### src/rtl/udt_config_selftest_if.sv
// Status/control bundle of the UDT configuration self-test block.
// The block drives the sticky result flags; the surrounding top drives the
// error-injection control.
interface udt_config_selftest_if;
    logic       inject_err;
    logic       finish;
    logic       err;
    logic [2:0] fail_addr;

    // Simulation top / bench side
    modport master (
        output inject_err,
        input  finish,
        input  err,
        input  fail_addr
    );

    // Self-test block side
    modport slave (
        input  inject_err,
        output finish,
        output err,
        output fail_addr
    );
endinterface

### src/rtl/udt_config_selftest.sv
// UDT socket-option register bank with a built-in self-test sequencer.
// After reset the sequencer reads every register and compares it with its
// reset value. It then runs TEST_NUM write/read-back passes and finally
// raises a sticky finish flag. A miscompare stops the sequence, latches
// the failing address and raises a sticky err flag.
module udt_config_selftest #(
    parameter int TEST_NUM = 2
) (
    input  logic                 clk,
    input  logic                 rst_n,
    udt_config_selftest_if.slave cfg
);

    localparam int DATA_W = 32;
    localparam logic [DATA_W-1:0] VERSION_VAL = 32'h0000_0004;

    typedef enum logic [2:0] {
        IDLE,
        CHK_RD,
        CHK_CMP,
        WR,
        RD,
        CMP,
        DONE
    } state_t;

    state_t              state_q;
    logic [2:0]          addr_q;
    logic [7:0]          pass_q;
    logic [DATA_W-1:0]   bank_q [0:7];
    logic [DATA_W-1:0]   rdata_q;
    logic                mism_q;
    logic [2:0]          mism_addr_q;
    logic                finish_q;
    logic                err_q;
    logic [2:0]          fail_addr_q;

    logic [DATA_W-1:0]   wdata_d;
    logic [DATA_W-1:0]   expect_d;
    logic                mismatch_d;

    // Writable-bit mask for each option register; VERSION has none.
    function automatic logic [DATA_W-1:0] mask_of(input logic [2:0] a);
        case (a)
            3'd0:    mask_of = 32'h0000_FFFF;
            3'd1:    mask_of = 32'hFFFF_FFFF;
            3'd2:    mask_of = 32'hFFFF_FFFF;
            3'd3:    mask_of = 32'hFFFF_FFFF;
            3'd4:    mask_of = 32'h0000_FFFF;
            3'd5:    mask_of = 32'h0000_0001;
            3'd6:    mask_of = 32'hFFFF_FFFF;
            default: mask_of = 32'h0000_0000;
        endcase
    endfunction

    // Power-on value of each option register.
    function automatic logic [DATA_W-1:0] reset_of(input logic [2:0] a);
        case (a)
            3'd0:    reset_of = 32'h0000_05DC;
            3'd1:    reset_of = 32'h0000_6400;
            3'd2:    reset_of = 32'h0000_2000;
            3'd3:    reset_of = 32'h0000_2000;
            3'd4:    reset_of = 32'h0000_00B4;
            3'd5:    reset_of = 32'h0000_0000;
            3'd6:    reset_of = 32'hFFFF_FFFF;
            default: reset_of = VERSION_VAL;
        endcase
    endfunction

    // Test pattern: pass number in bits 15:8, address in the low bits,
    // fully inverted on odd passes so every bit is exercised both ways.
    function automatic logic [DATA_W-1:0] pattern_of(input logic [7:0] p,
                                                     input logic [2:0] a);
        logic [DATA_W-1:0] v;
        v = 32'hA5C3_0000 | {16'h0000, p, 8'h00} | {29'd0, a};
        pattern_of = p[0] ? ~v : v;
    endfunction

    // Write data, expected read-back value and compare result.
    always_comb begin
        wdata_d  = pattern_of(pass_q, addr_q) ^ {{(DATA_W-1){1'b0}}, cfg.inject_err};
        expect_d = reset_of(addr_q);
        if (state_q == CMP) begin
            expect_d = (addr_q == 3'd7) ? VERSION_VAL
                                        : (pattern_of(pass_q, addr_q) & mask_of(addr_q));
        end
        mismatch_d = (rdata_q != expect_d);
    end

    // Option register bank: masked writes from the sequencer, VERSION fixed.
    always_ff @(posedge clk or negedge rst_n) begin
        if (!rst_n) begin
            for (int i = 0; i < 8; i++) begin
                bank_q[i] <= reset_of(3'(i));
            end
        end else if (state_q == WR && addr_q != 3'd7) begin
            bank_q[addr_q] <= wdata_d & mask_of(addr_q);
        end
    end

    // Registered read port, one cycle of latency.
    always_ff @(posedge clk or negedge rst_n) begin
        if (!rst_n) begin
            rdata_q <= '0;
        end else if (state_q == CHK_RD || state_q == RD) begin
            rdata_q <= bank_q[addr_q] & ((addr_q == 3'd7) ? 32'hFFFF_FFFF : mask_of(addr_q));
        end
    end

    // Sequencer with registered sticky result flags.
    always_ff @(posedge clk or negedge rst_n) begin
        if (!rst_n) begin
            state_q     <= IDLE;
            addr_q      <= '0;
            pass_q      <= '0;
            mism_q      <= 1'b0;
            mism_addr_q <= '0;
            finish_q    <= 1'b0;
            err_q       <= 1'b0;
            fail_addr_q <= '0;
        end else begin
            // Flags follow the sequencer state one cycle later; DONE is
            // terminal, so a recorded miscompare is only ever latched once.
            finish_q <= finish_q | (state_q == DONE);
            err_q    <= err_q | mism_q;
            if (mism_q && !err_q) begin
                fail_addr_q <= mism_addr_q;
            end

            case (state_q)
                IDLE: begin
                    addr_q  <= '0;
                    pass_q  <= '0;
                    state_q <= CHK_RD;
                end
                CHK_RD: begin
                    state_q <= CHK_CMP;
                end
                CHK_CMP: begin
                    if (mismatch_d) begin
                        mism_q      <= 1'b1;
                        mism_addr_q <= addr_q;
                        state_q     <= DONE;
                    end else if (addr_q == 3'd7) begin
                        addr_q  <= '0;
                        pass_q  <= '0;
                        state_q <= WR;
                    end else begin
                        addr_q  <= addr_q + 3'd1;
                        state_q <= CHK_RD;
                    end
                end
                WR: begin
                    state_q <= RD;
                end
                RD: begin
                    state_q <= CMP;
                end
                CMP: begin
                    if (mismatch_d) begin
                        mism_q      <= 1'b1;
                        mism_addr_q <= addr_q;
                        state_q     <= DONE;
                    end else if (addr_q == 3'd7) begin
                        addr_q <= '0;
                        if (pass_q == 8'(TEST_NUM - 1)) begin
                            state_q <= DONE;
                        end else begin
                            pass_q  <= pass_q + 8'd1;
                            state_q <= WR;
                        end
                    end else begin
                        addr_q  <= addr_q + 3'd1;
                        state_q <= WR;
                    end
                end
                default: begin
                    state_q <= DONE;
                end
            endcase
        end
    end

    assign cfg.finish    = finish_q;
    assign cfg.err       = err_q;
    assign cfg.fail_addr = fail_addr_q;

endmodule

### src/flat_wrapper.sv
// flat-port wrapper written by rule: the top's interface ports become plain ports
module udt_config_selftest_flat 
#(
    parameter int TEST_NUM = 2
)
  (clk, rst_n, cfg_inject_err, cfg_finish, cfg_err, cfg_fail_addr);
  udt_config_selftest_if cfg_i ();
  input  logic clk;
  input  logic rst_n;
  input wire logic [$bits(cfg_i.inject_err)-1:0] cfg_inject_err;
  output wire logic [$bits(cfg_i.finish)-1:0] cfg_finish;
  output wire logic [$bits(cfg_i.err)-1:0] cfg_err;
  output wire logic [$bits(cfg_i.fail_addr)-1:0] cfg_fail_addr;
  assign cfg_i.inject_err = cfg_inject_err;
  assign cfg_finish = cfg_i.finish;
  assign cfg_err = cfg_i.err;
  assign cfg_fail_addr = cfg_i.fail_addr;
  udt_config_selftest #(.TEST_NUM(TEST_NUM)) u_core (.clk(clk), .rst_n(rst_n), .cfg(cfg_i));
endmodule
### config.mk
export PLATFORM = sky130hd
export DESIGN_NAME = udt_config_selftest_flat
export DESIGN_NICKNAME = d
export VERILOG_FILES = /design/src/rtl/udt_config_selftest_if.sv /design/src/rtl/udt_config_selftest.sv /design/src/flat_wrapper.sv
export SDC_FILE = /design/constraint.sdc
export NUM_CORES = 1
export LEC_CHECK = 0
export CAP_MARGIN = 20
export CORE_ASPECT_RATIO = 1.1
export CORE_MARGIN = 4
export CORE_UTILIZATION = 50
export DETAILED_ROUTE_END_ITERATION = 7
export GPL_TIMING_DRIVEN = 0
export PLACE_DENSITY = 0.66
export SLEW_MARGIN = 15
export SYNTH_ARGS = -nofsm -noshare
export SYNTH_HDL_FRONTEND = slang
export SYNTH_SLANG_ARGS = --single-unit
### constraint.sdc
create_clock -name clk -period 6.8 [get_ports clk]
set_input_delay 0.68 -clock clk [delete_from_list [all_inputs] [get_ports clk]]
set_output_delay 0.68 -clock clk [all_outputs]
set_load 0.01 [all_outputs]
==> results.sh, run 1 <==
export IMPL_area_delta_synth_final_pct=12.7
export IMPL_die_area_um2=17200
export IMPL_initial_core_util=0.517
export IMPL_vdd_drop_max_uv=178
export IMPL_synth_top_flop_cell="dfrtp_1"
export IMPL_fin_skew_ps=10.6
export IMPL_p_total_w=0.00188
export IMPL_final_cell_mix="nand2_1, dfrtp_1, o21ai_0, clkbuf_1, nor2_1"
export IMPL_hold_buffers=0
export IMPL_wl_per_cell_um=22.0
export IMPL_hp_class="in -> async"
export IMPL_netlist_instances=767
export IMPL_grt_pass1_vias=6095
export IMPL_fin_cells=999
export IMPL_worst_pin_slew_ps=928
export IMPL_r2r_start="u_core.addr_q[0]$_DFFE_PN0P_"
export IMPL_wl_um=22000
export IMPL_powerDensity_nw_per_um2=220
export IMPL_worstSetupEndpointType="flip-flop"
export IMPL_path_cells="buf_6, inv_1, clkbuf_1, ha_1, nand2_1, nor2_2, a32o_1, a22oi_1, a2111oi_0, nand4b_1, o31ai_4, mux2_4"
export IMPL_die_h_um=137
export IMPL_synth_seq_cells=147
export IMPL_antenna_found_initial=0
export IMPL_ys_seq_area_frac=0.491
export IMPL_synth_distinct_cells=70
export IMPL_rsz0062_at_grt="false"
export IMPL_drtIter0Drc=757
export IMPL_synthArstFlopShare=1.00
export IMPL_cts_buffers=17
export IMPL_critPathMaxStageDelay_ps=540
export IMPL_core_um2=14600
export IMPL_diodes=0
export IMPL_grt_start_max_net_pins=82
export IMPL_cts_buffer_depth=2
export IMPL_clockRootBuffer="clkbuf_16"
export IMPL_dpl_instance_area_um2=7910
export IMPL_route_detailed_drc=0
export IMPL_clk_pin_slew_worst_paths_ps=70
export IMPL_vias_per_cell=6.18
export IMPL_final_common_cell="nand2_1"
export IMPL_place_congestion=1.01
export IMPL_outcome="completed"
export IMPL_setup_viol_count_final=0
export IMPL_dpl_hpwl_um=15700
export IMPL_die_w_um=125
export IMPL_cp_data_arrival_time_ps=4490
export IMPL_avgSynthCellArea_um2=9.86
export IMPL_dpl_cell_count=967
export IMPL_ios=8
export IMPL_path_buf_inv=3
export IMPL_first_pass_iters=8
export IMPL_htreeDepth=4
export IMPL_cts_resized=0
export IMPL_final_nets=806
export IMPL_yosysWarnings=0
export IMPL_crit_path_top_delay_cell="clkbuf_1"
export IMPL_port_buffers=7
export IMPL_p_leak_nw=3.58
export IMPL_vias=6173
export IMPL_final_max_slew_viol_count=0
export IMPL_grt_pass1_wl_um=34900
export IMPL_hold_violations=0
export IMPL_cts_sinks=147
export IMPL_cts_tree="built"
export IMPL_clock_latency_ps=430
export IMPL_rows=46
export IMPL_cap_violations=0
export IMPL_synth_edf_count=0
export IMPL_drtAntennaViolNets=0
export IMPL_worstSetupPathType="reg -> reg"
export IMPL_cts_setup_buffers=0
export IMPL_clock_fmax_mhz=239
export IMPL_grtUsageTotal=0.267
export IMPL_fin_area_um2=8530
export IMPL_start_kind="flip-flop"
export IMPL_syn_nets=779
export IMPL_worstPathMaxFanout=12
export IMPL_overflow=0
export IMPL_setup_tns_ps=0
export IMPL_startpoint="u_core.addr_q[0]$_DFFE_PN0P_"
export IMPL_path_delay_family="compound AO/OA/AOI/OAI gates"
export IMPL_crit_required_ps=7110
export IMPL_period_minus_slack_ps=4180
export IMPL_relSlewSlack=0.381
export IMPL_drive_gt1_frac=0.159
export IMPL_fin_crit_sh=0.614
export IMPL_synth_area_um2=7560
==> sequential cells by signal, indices dropped and copies added, names as in the netlist, 3 cells and up <==
| signal | flops |
|---|---|
| u_core.mism_addr_q | 3 |
| u_core.state_q | 3 |
| u_core.rdata_q | 16 |
| u_core.addr_q | 3 |
| u_core.bank_q | 108 |
| u_core.pass_q | 8 |
| u_core.cfg.fail_addr | 3 |
==> logic make-up after synthesis <==
family                     after synthesis  share of synthesized area
AOI/OAI and AO/OA                      214                      0.179
xor gates and xnor gates                15                     0.0174
adders and majority gates                9                     0.0149
buffers and inverters                   68                     0.0395
DFF                                    147                      0.491
muxes                                   47                     0.0895
and+or+nand+nor                        267                      0.169
==> cells in the mapped netlist (all sizes together), types with 8 or more instances <==
| cell type | n | share of area |
|---|---|---|
| o21ai | 108 | 0.071 |
| ha | 9 | 0.015 |
| and2 | 15 | 0.012 |
| nand3 | 23 | 0.015 |
| mux2i | 11 | 0.015 |
| clkbuf | 40 | 0.020 |
| nand2b | 9 | 0.0074 |
| dfrtp | 121 | 0.40 |
| a21o | 17 | 0.018 |
| dfstp | 26 | 0.090 |
| or2 | 10 | 0.0083 |
| buf | 16 | 0.014 |
| mux2 | 22 | 0.033 |
| inv | 12 | 0.0060 |
| nor4 | 11 | 0.0091 |
| nand2 | 130 | 0.065 |
| mux4 | 14 | 0.042 |
| a21oi | 22 | 0.015 |
| xnor2 | 8 | 0.0093 |
| nor2 | 33 | 0.017 |
==> metal layers <==
metal / vias up / track usage / part of all wire
met4: 0 / 0.0904 / 0.030
met2: 302 / 0.439 / 0.48
met5: - / 0 / 0
met1: 3026 / 0.358 / 0.42
met3: 51 / 0.0511 / 0.077
li1: 2794 / - / -
==> final cells by class <==
class / instances / area (um^2)
multi-input combinational: 552 / 3550
clock inverter: 11 / 150
timing repair buffer: 8 / 103
sequential: 147 / 3710
inverter: 12 / 45.0
clock buffer: 21 / 470
fill: 1277 / 6090
tap: 192 / 240
buffer: 56 / 254
==> final timing paths <==
kind / to / slack [ps] / depth (start not counted)
setup / recovery: u_core.pass_q[1]$_DFFE_PN0P_ / 2620 / 12
hold / removal: u_core.pass_q[7]$_DFFE_PN0P_ / 180 / 1
setup reg to reg: u_core.pass_q[1]$_DFFE_PN0P_ / 2620 / 12
hold reg to reg: u_core.bank_q[161]$_DFFE_PN0P_ / 470 / 2
max in group asynchronous: u_core.bank_q[62]$_DFFE_PN1P_ / 5820 / 2
min in group clk: u_core.bank_q[161]$_DFFE_PN0P_ / 470 / 2
==> worst reg2reg max path, stage by stage (launching register included) <==
cell       delay, ps
dfrtp_1          410
buf_6            150
inv_1             80
clkbuf_1         540
ha_1             390
nand2_1          130
nor2_2           370
a32o_1           190
a22oi_1          110
a2111oi_0        400
nand4b_1         430
o31ai_4          530
mux2_4           330
==> report_power, final <==
group | internal, W | switching [W]
Sequential | 0.000876 | 0
Combinational | 0.00000340 | 0.0000175
Clock | 0.000608 | 0.000374
Total | 0.00149 | 0.000392
==> stage by stage <==
stage,worst slack (ps),hold WS [ps],util
6_report,2620,178,0.583
5_1_grt,2430,226,0.583
4_1_cts,2740,206,0.583
3_5_place_dp,2720,462,0.541
3_3_place_gp,-507,455,0.539
2_1_floorplan,3630,384,-
No activity file was read; power rests on OpenSTA's default activity.
==> run 2, diff against run 1 <==
- clock period: 6.8 -> 4.05 ns (I/O delays scaled with it)
==> run 2 against run 1 <==
  * Count of clock-buffer cells in the layout stayed put
  * Fmax grew 9.5%
  * Wire length is 0.48% higher
  * Sequential cell count is the same
  * Power increased by 68%
  * Hold slack improved by 300 ps
  * Register-to-register slack worse by 2400 ps
  * Combinational power increased by 73%
  * Critical path type unchanged
  * Largest cell class unchanged
==> results.sh, run 2 (synthesis results as in run 1) <==
export IMPL_clock_latency_ps=430
export IMPL_dr_wl_met2_um=10500
export IMPL_htreeDepth=4
export IMPL_place_congestion=1.01
export IMPL_relSlewSlack=0.388
export IMPL_vias=6256
export IMPL_final_common_cell="nand2_1"
export IMPL_grt_start_max_net_pins=82
export IMPL_final_cell_mix="nand2_1, dfrtp_1, o21ai_0, clkbuf_1, nor2_1"
export IMPL_drt_met1_wl_um=9300
export IMPL_grt_pass1_wl_um=34900
export IMPL_cts_setup_buffers=0
export IMPL_die_area_um2=17200
export IMPL_drtAntennaViolNets=0
export IMPL_fin_crit_sh=0.942
export IMPL_hp_class="reg -> reg"
export IMPL_dpl_instance_area_um2=7910
export IMPL_fin_cells=1000
export IMPL_initial_core_util=0.517
export IMPL_p_leak_nw=3.59
export IMPL_die_h_um=137
export IMPL_wl_per_cell_um=22.1
export IMPL_core_um2=14600
export IMPL_vdd_drop_max_uv=300
export IMPL_rows=46
export IMPL_fin_area_um2=8540
export IMPL_holdWs_ps=475
export IMPL_top_regs="u_core.bank_q: 108 flops, u_core.rdata_q: 16 flops, u_core.pass_q: 8 flops"
export IMPL_clk_pin_slew_worst_paths_ps=60
export IMPL_die_w_um=125
export IMPL_clock_fmax_mhz=262
export IMPL_overflow=0
export IMPL_fin_skew_ps=9.18
export IMPL_start_kind="flip-flop"
export IMPL_cts_buffers=17
export IMPL_setup_viol_count_final=0
export IMPL_worstPathMaxFanout=12
export IMPL_drive_gt1_frac=0.162
export IMPL_cp_data_arrival_time_ps=4130
export IMPL_final_core_util=0.584
export IMPL_fill_cells=1273
export IMPL_cts_buffer_depth=2
export IMPL_grtUsageTotal=0.267
export IMPL_worst_pin_slew_ps=918
export IMPL_crit_required_ps=4360
export IMPL_drtIter0Drc=867
export IMPL_regArea_um2=3710
export IMPL_route_met3_wl_um=1620
export IMPL_diodes=0
export IMPL_cap_violations=0
export IMPL_clockRootBuffer="clkbuf_16"
export IMPL_period_minus_slack_ps=3820
export IMPL_worstSetupEndpointType="flip-flop"
export IMPL_rsz0062_at_grt="false"
export IMPL_port_buffers=7
export IMPL_ios=8
export IMPL_multi_input_area_um2=3550
export IMPL_largest_register="u_core.bank_q"
export IMPL_first_pass_iters=6
export IMPL_route_detailed_drc=0
export IMPL_cts_sinks=147
export IMPL_cts_tree="built"
export IMPL_dpl_cell_count=967
export IMPL_largest_reg_flops=108
export IMPL_outcome="completed"
export IMPL_worstSetupPathType="reg -> reg"
export IMPL_antenna_found_initial=0
export IMPL_powerDensity_nw_per_um2=369
export IMPL_dpl_hpwl_um=15700
export IMPL_vias_per_cell=6.26
export IMPL_hold_violations=0
export IMPL_wl_um=22100
export IMPL_final_nets=807
export IMPL_area_delta_synth_final_pct=12.9
export IMPL_top_layer="met4"
export IMPL_final_max_slew_viol_count=0
export IMPL_grt_pass1_vias=6103
export IMPL_setup_tns_ps=0
[run 2: worst paths after layout]
path | from | endpoint | slack, ps | cells after the start
min reg2reg | u_core.bank_q[161]$_DFFE_PN0P_ | u_core.bank_q[161]$_DFFE_PN0P_ | 480 | 2
min in group asynchronous | rst_n | u_core.pass_q[5]$_DFFE_PN0P_ | 510 | 2
min | u_core.bank_q[161]$_DFFE_PN0P_ | u_core.bank_q[161]$_DFFE_PN0P_ | 480 | 2
max in group asynchronous | rst_n | u_core.bank_q[62]$_DFFE_PN1P_ | 2740 | 3
max | u_core.addr_q[0]$_DFFE_PN0P_ | u_core.pass_q[1]$_DFFE_PN0P_ | 230 | 12
max reg2reg | u_core.addr_q[0]$_DFFE_PN0P_ | u_core.pass_q[1]$_DFFE_PN0P_ | 230 | 12
[run 2: per-stage QoR]
step	setup slack, ps	power, W
floorplan	878	0.00150
global placement	-2980	0.00153
detailed placement	-26.2	0.00153
CTS	111	0.00317
global route	9.77	0.00324
finish	234	0.00315
[run 2: layer usage]
metal,global-route usage,up-vias
met5,0,-
met4,0.0904,0
met1,0.358,3077
met3,0.0507,59
li1,-,2801
met2,0.439,319
[run 2: area by class of cell]
class                   instances  share of cell area
inverters                      12             0.00527
plain buffers                  56              0.0300
well taps                     192              0.0281
flip-flops and latches        147               0.435
clock inverters                11              0.0176
multi-input cells             552               0.416
repair buffers                  9              0.0132
clock buffers                  21              0.0551
[run 2: repair_timing]
action | 4_1_cts | 5_1_grt
hold buffers | 1 | 0
hold endpoints to repair | 59 | 0
setup endpoints to repair | 1 | 15
resized for setup | 1 | 4
pin swaps | 0 | 2
[run 2: power breakdown]
part	total, W	switching (W)	internal, W
logic	0.0000361	0.0000298	0.00000628
registers	0.00147	0	0.00147
clock network	0.00165	0.000627	0.00102
total	0.00315	0.000657	0.00250
[run 2: critical path, cell delays in order, from the launching register on]
cell and delay (ps):
dfrtp_1 410, buf_6 150, inv_1 80, clkbuf_2 310, ha_1 330, nand2_1 130, nor2_2 370, a32o_1 180
a22oi_1 110, a2111oi_0 380, nand4b_1 410, o31ai_4 490, mux2_4 330
==> run 3, diff against run 2 <==
- CAP_MARGIN: 20 -> 40
==> run 3 against run 2 <==
  * Sequential cell count stayed put
  * Via count rose by 0.59%
  * Register-to-register slack worse by 50 ps
  * Clock power fell by 4%
  * Largest power group unchanged
  * Highest routed layer unchanged
==> results.sh, run 3 (synthesis results as in run 1) <==
export IMPL_outcome="completed"
export IMPL_setup_viol_count_final=0
export IMPL_dpl_instance_area_um2=7930
export IMPL_setup_ws_ps=188
export IMPL_die_area_um2=17200
export IMPL_regArea_um2=3710
export IMPL_reg2reg_depth=12
export IMPL_path_buf_inv=3
export IMPL_hold_violations=0
export IMPL_final_common_cell="nand2_1"
export IMPL_clk_pin_slew_worst_paths_ps=60
export IMPL_cp_depth=12
export IMPL_grtUsageTotal=0.269
export IMPL_final_core_util=0.584
export IMPL_initial_core_util=0.517
export IMPL_hold_depth=1
export IMPL_route_detailed_drc=0
export IMPL_cts_buffer_depth=2
export IMPL_relSlewSlack=0.453
export IMPL_critPathMaxStageDelay_ps=500
export IMPL_worst_pin_slew_ps=813
export IMPL_core_um2=14600
export IMPL_rows=46
export IMPL_r2r_end="u_core.pass_q[1]$_DFFE_PN0P_"
export IMPL_ff2ff_setup_slack_ps=190
export IMPL_overflow=0
export IMPL_die_h_um=137
export IMPL_port_buffers=7
export IMPL_ios=8
export IMPL_path_delay_family="compound AO/OA/AOI/OAI gates"
export IMPL_antenna_found_initial=0
export IMPL_vias_per_cell=6.28
export IMPL_grt_pass1_vias=6213
export IMPL_min_from="u_core.bank_q[130]$_DFFE_PN0P_"
export IMPL_wl_um=22200
export IMPL_fin_crit_sh=0.954
export IMPL_start_kind="flip-flop"
export IMPL_drive_gt1_frac=0.163
export IMPL_worstSetupEndpointType="flip-flop"
export IMPL_vias=6293
export IMPL_clockRootBuffer="clkbuf_16"
export IMPL_final_nets=809
export IMPL_grt_pass1_wl_um=35400
export IMPL_r2r_start="u_core.addr_q[0]$_DFFE_PN0P_"
export IMPL_whs_endpoint="u_core.bank_q[130]$_DFFE_PN0P_"
export IMPL_first_pass_iters=5
export IMPL_drtAntennaViolNets=0
export IMPL_fill_cells=1252
export IMPL_fin_area_um2=8540
export IMPL_cts_tree="built"
export IMPL_setup_tns_ps=0
export IMPL_place_congestion=1.01
export IMPL_crit_path_top_delay_cell="o31ai_4"
export IMPL_clock_latency_ps=430
export IMPL_path_cells="buf_6, inv_1, clkbuf_2, ha_1, nand2_1, nor2_2, a32o_1, a22oi_1, a2111oi_0, nand4b_1, o31ai_4, mux2_4"
export IMPL_cp_data_arrival_time_ps=4160
export IMPL_vdd_drop_max_uv=262
export IMPL_crit_required_ps=4350
export IMPL_diodes=0
export IMPL_area_delta_synth_final_pct=12.9
export IMPL_cts_setup_buffers=0
export IMPL_powerDensity_nw_per_um2=363
export IMPL_worstPathMaxFanout=12
export IMPL_worstSetupPathType="reg -> reg"
export IMPL_place_ws_ps=-60.0
export IMPL_largest_register="u_core.bank_q"
export IMPL_hp_class="reg -> reg"
export IMPL_cts_sinks=147
export IMPL_final_max_slew_viol_count=0
export IMPL_clock_fmax_mhz=259
export IMPL_multi_input_area_um2=3550
export IMPL_die_w_um=125
export IMPL_p_leak_nw=3.60
export IMPL_wl_per_cell_um=22.1
export IMPL_cts_buffers=17
export IMPL_rsz0062_at_grt="false"
export IMPL_period_minus_slack_ps=3860
export IMPL_startpoint="u_core.addr_q[0]$_DFFE_PN0P_"
export IMPL_top_regs="u_core.bank_q: 108 flops, u_core.rdata_q: 16 flops, u_core.pass_q: 8 flops"
export IMPL_largest_reg_flops=108
export IMPL_grt_start_max_net_pins=82
export IMPL_dpl_hpwl_um=15800
export IMPL_p_total_w=0.00310
export IMPL_drtIter0Drc=656
export IMPL_cap_violations=0
export IMPL_final_cell_mix="nand2_1, dfrtp_1, o21ai_0, clkbuf_1, nor2_1"
export IMPL_htreeDepth=4
export IMPL_fin_skew_ps=13.3
run 3: how the worst max path moves through the flow:
stage / endpoint / slack, ps
2_1_floorplan: u_core.pass_q[1]$_DFFE_PN0P_ / 880
3_3_place_gp: u_core.bank_q[109]$_DFFE_PN0P_ / -2980
3_5_place_dp: u_core.pass_q[1]$_DFFE_PN0P_ / -60
4_1_cts: u_core.pass_q[1]$_DFFE_PN0P_ / 120
5_1_grt: u_core.pass_q[1]$_DFFE_PN0P_ / 20
6_report: u_core.pass_q[1]$_DFFE_PN0P_ / 190
run 3: cell type report:
| type | instances | area share |
|---|---|---|
| clock inverters | 10 | 0.0145 |
| clock buffers | 22 | 0.0555 |
| plain buffers | 56 | 0.0300 |
| flip-flops and latches | 147 | 0.435 |
| inverters | 12 | 0.00527 |
| repair buffers | 11 | 0.0158 |
| multi-input cells | 552 | 0.416 |
| well taps | 192 | 0.0281 |
run 3: through the flow:
step / hold slack, ps / cells
finish: 475 / 1002
global route: 495 / 1002
CTS: 476 / 1002
detailed placement: 386 / 969
global placement: 455 / 966
floorplan: 109 / 767
run 3: repair_timing:
action / CTS / global route
hold buffers: 1 / 0
setup endpoints to repair: 1 / 13
hold endpoints to repair: 59 / 0
resized for setup: 1 / 3
pin swaps: 0 / 1
run 3: per-layer routing:
| metal | wire length, um | vias to the layer above | track usage | share of wire |
|---|---|---|---|---|
| li1 | - | 2811 | - | - |
| met1 | 9390 | 3150 | 0.361 | 0.42 |
| met2 | 10600 | 284 | 0.436 | 0.48 |
| met3 | 1540 | 48 | 0.0492 | 0.070 |
| met4 | 630 | 0 | 0.107 | 0.028 |
| met5 | 0 | - | 0 | 0 |
run 3: where the power goes:
| part | leakage, nW | switching (W) | internal, W |
|---|---|---|---|
| clock network | 0.293 | 0.000627 | 0.000963 |
| logic | 1.37 | 0.0000298 | 0.00000628 |
| registers | 1.93 | 0 | 0.00147 |
| total | 3.60 | 0.000657 | 0.00244 |
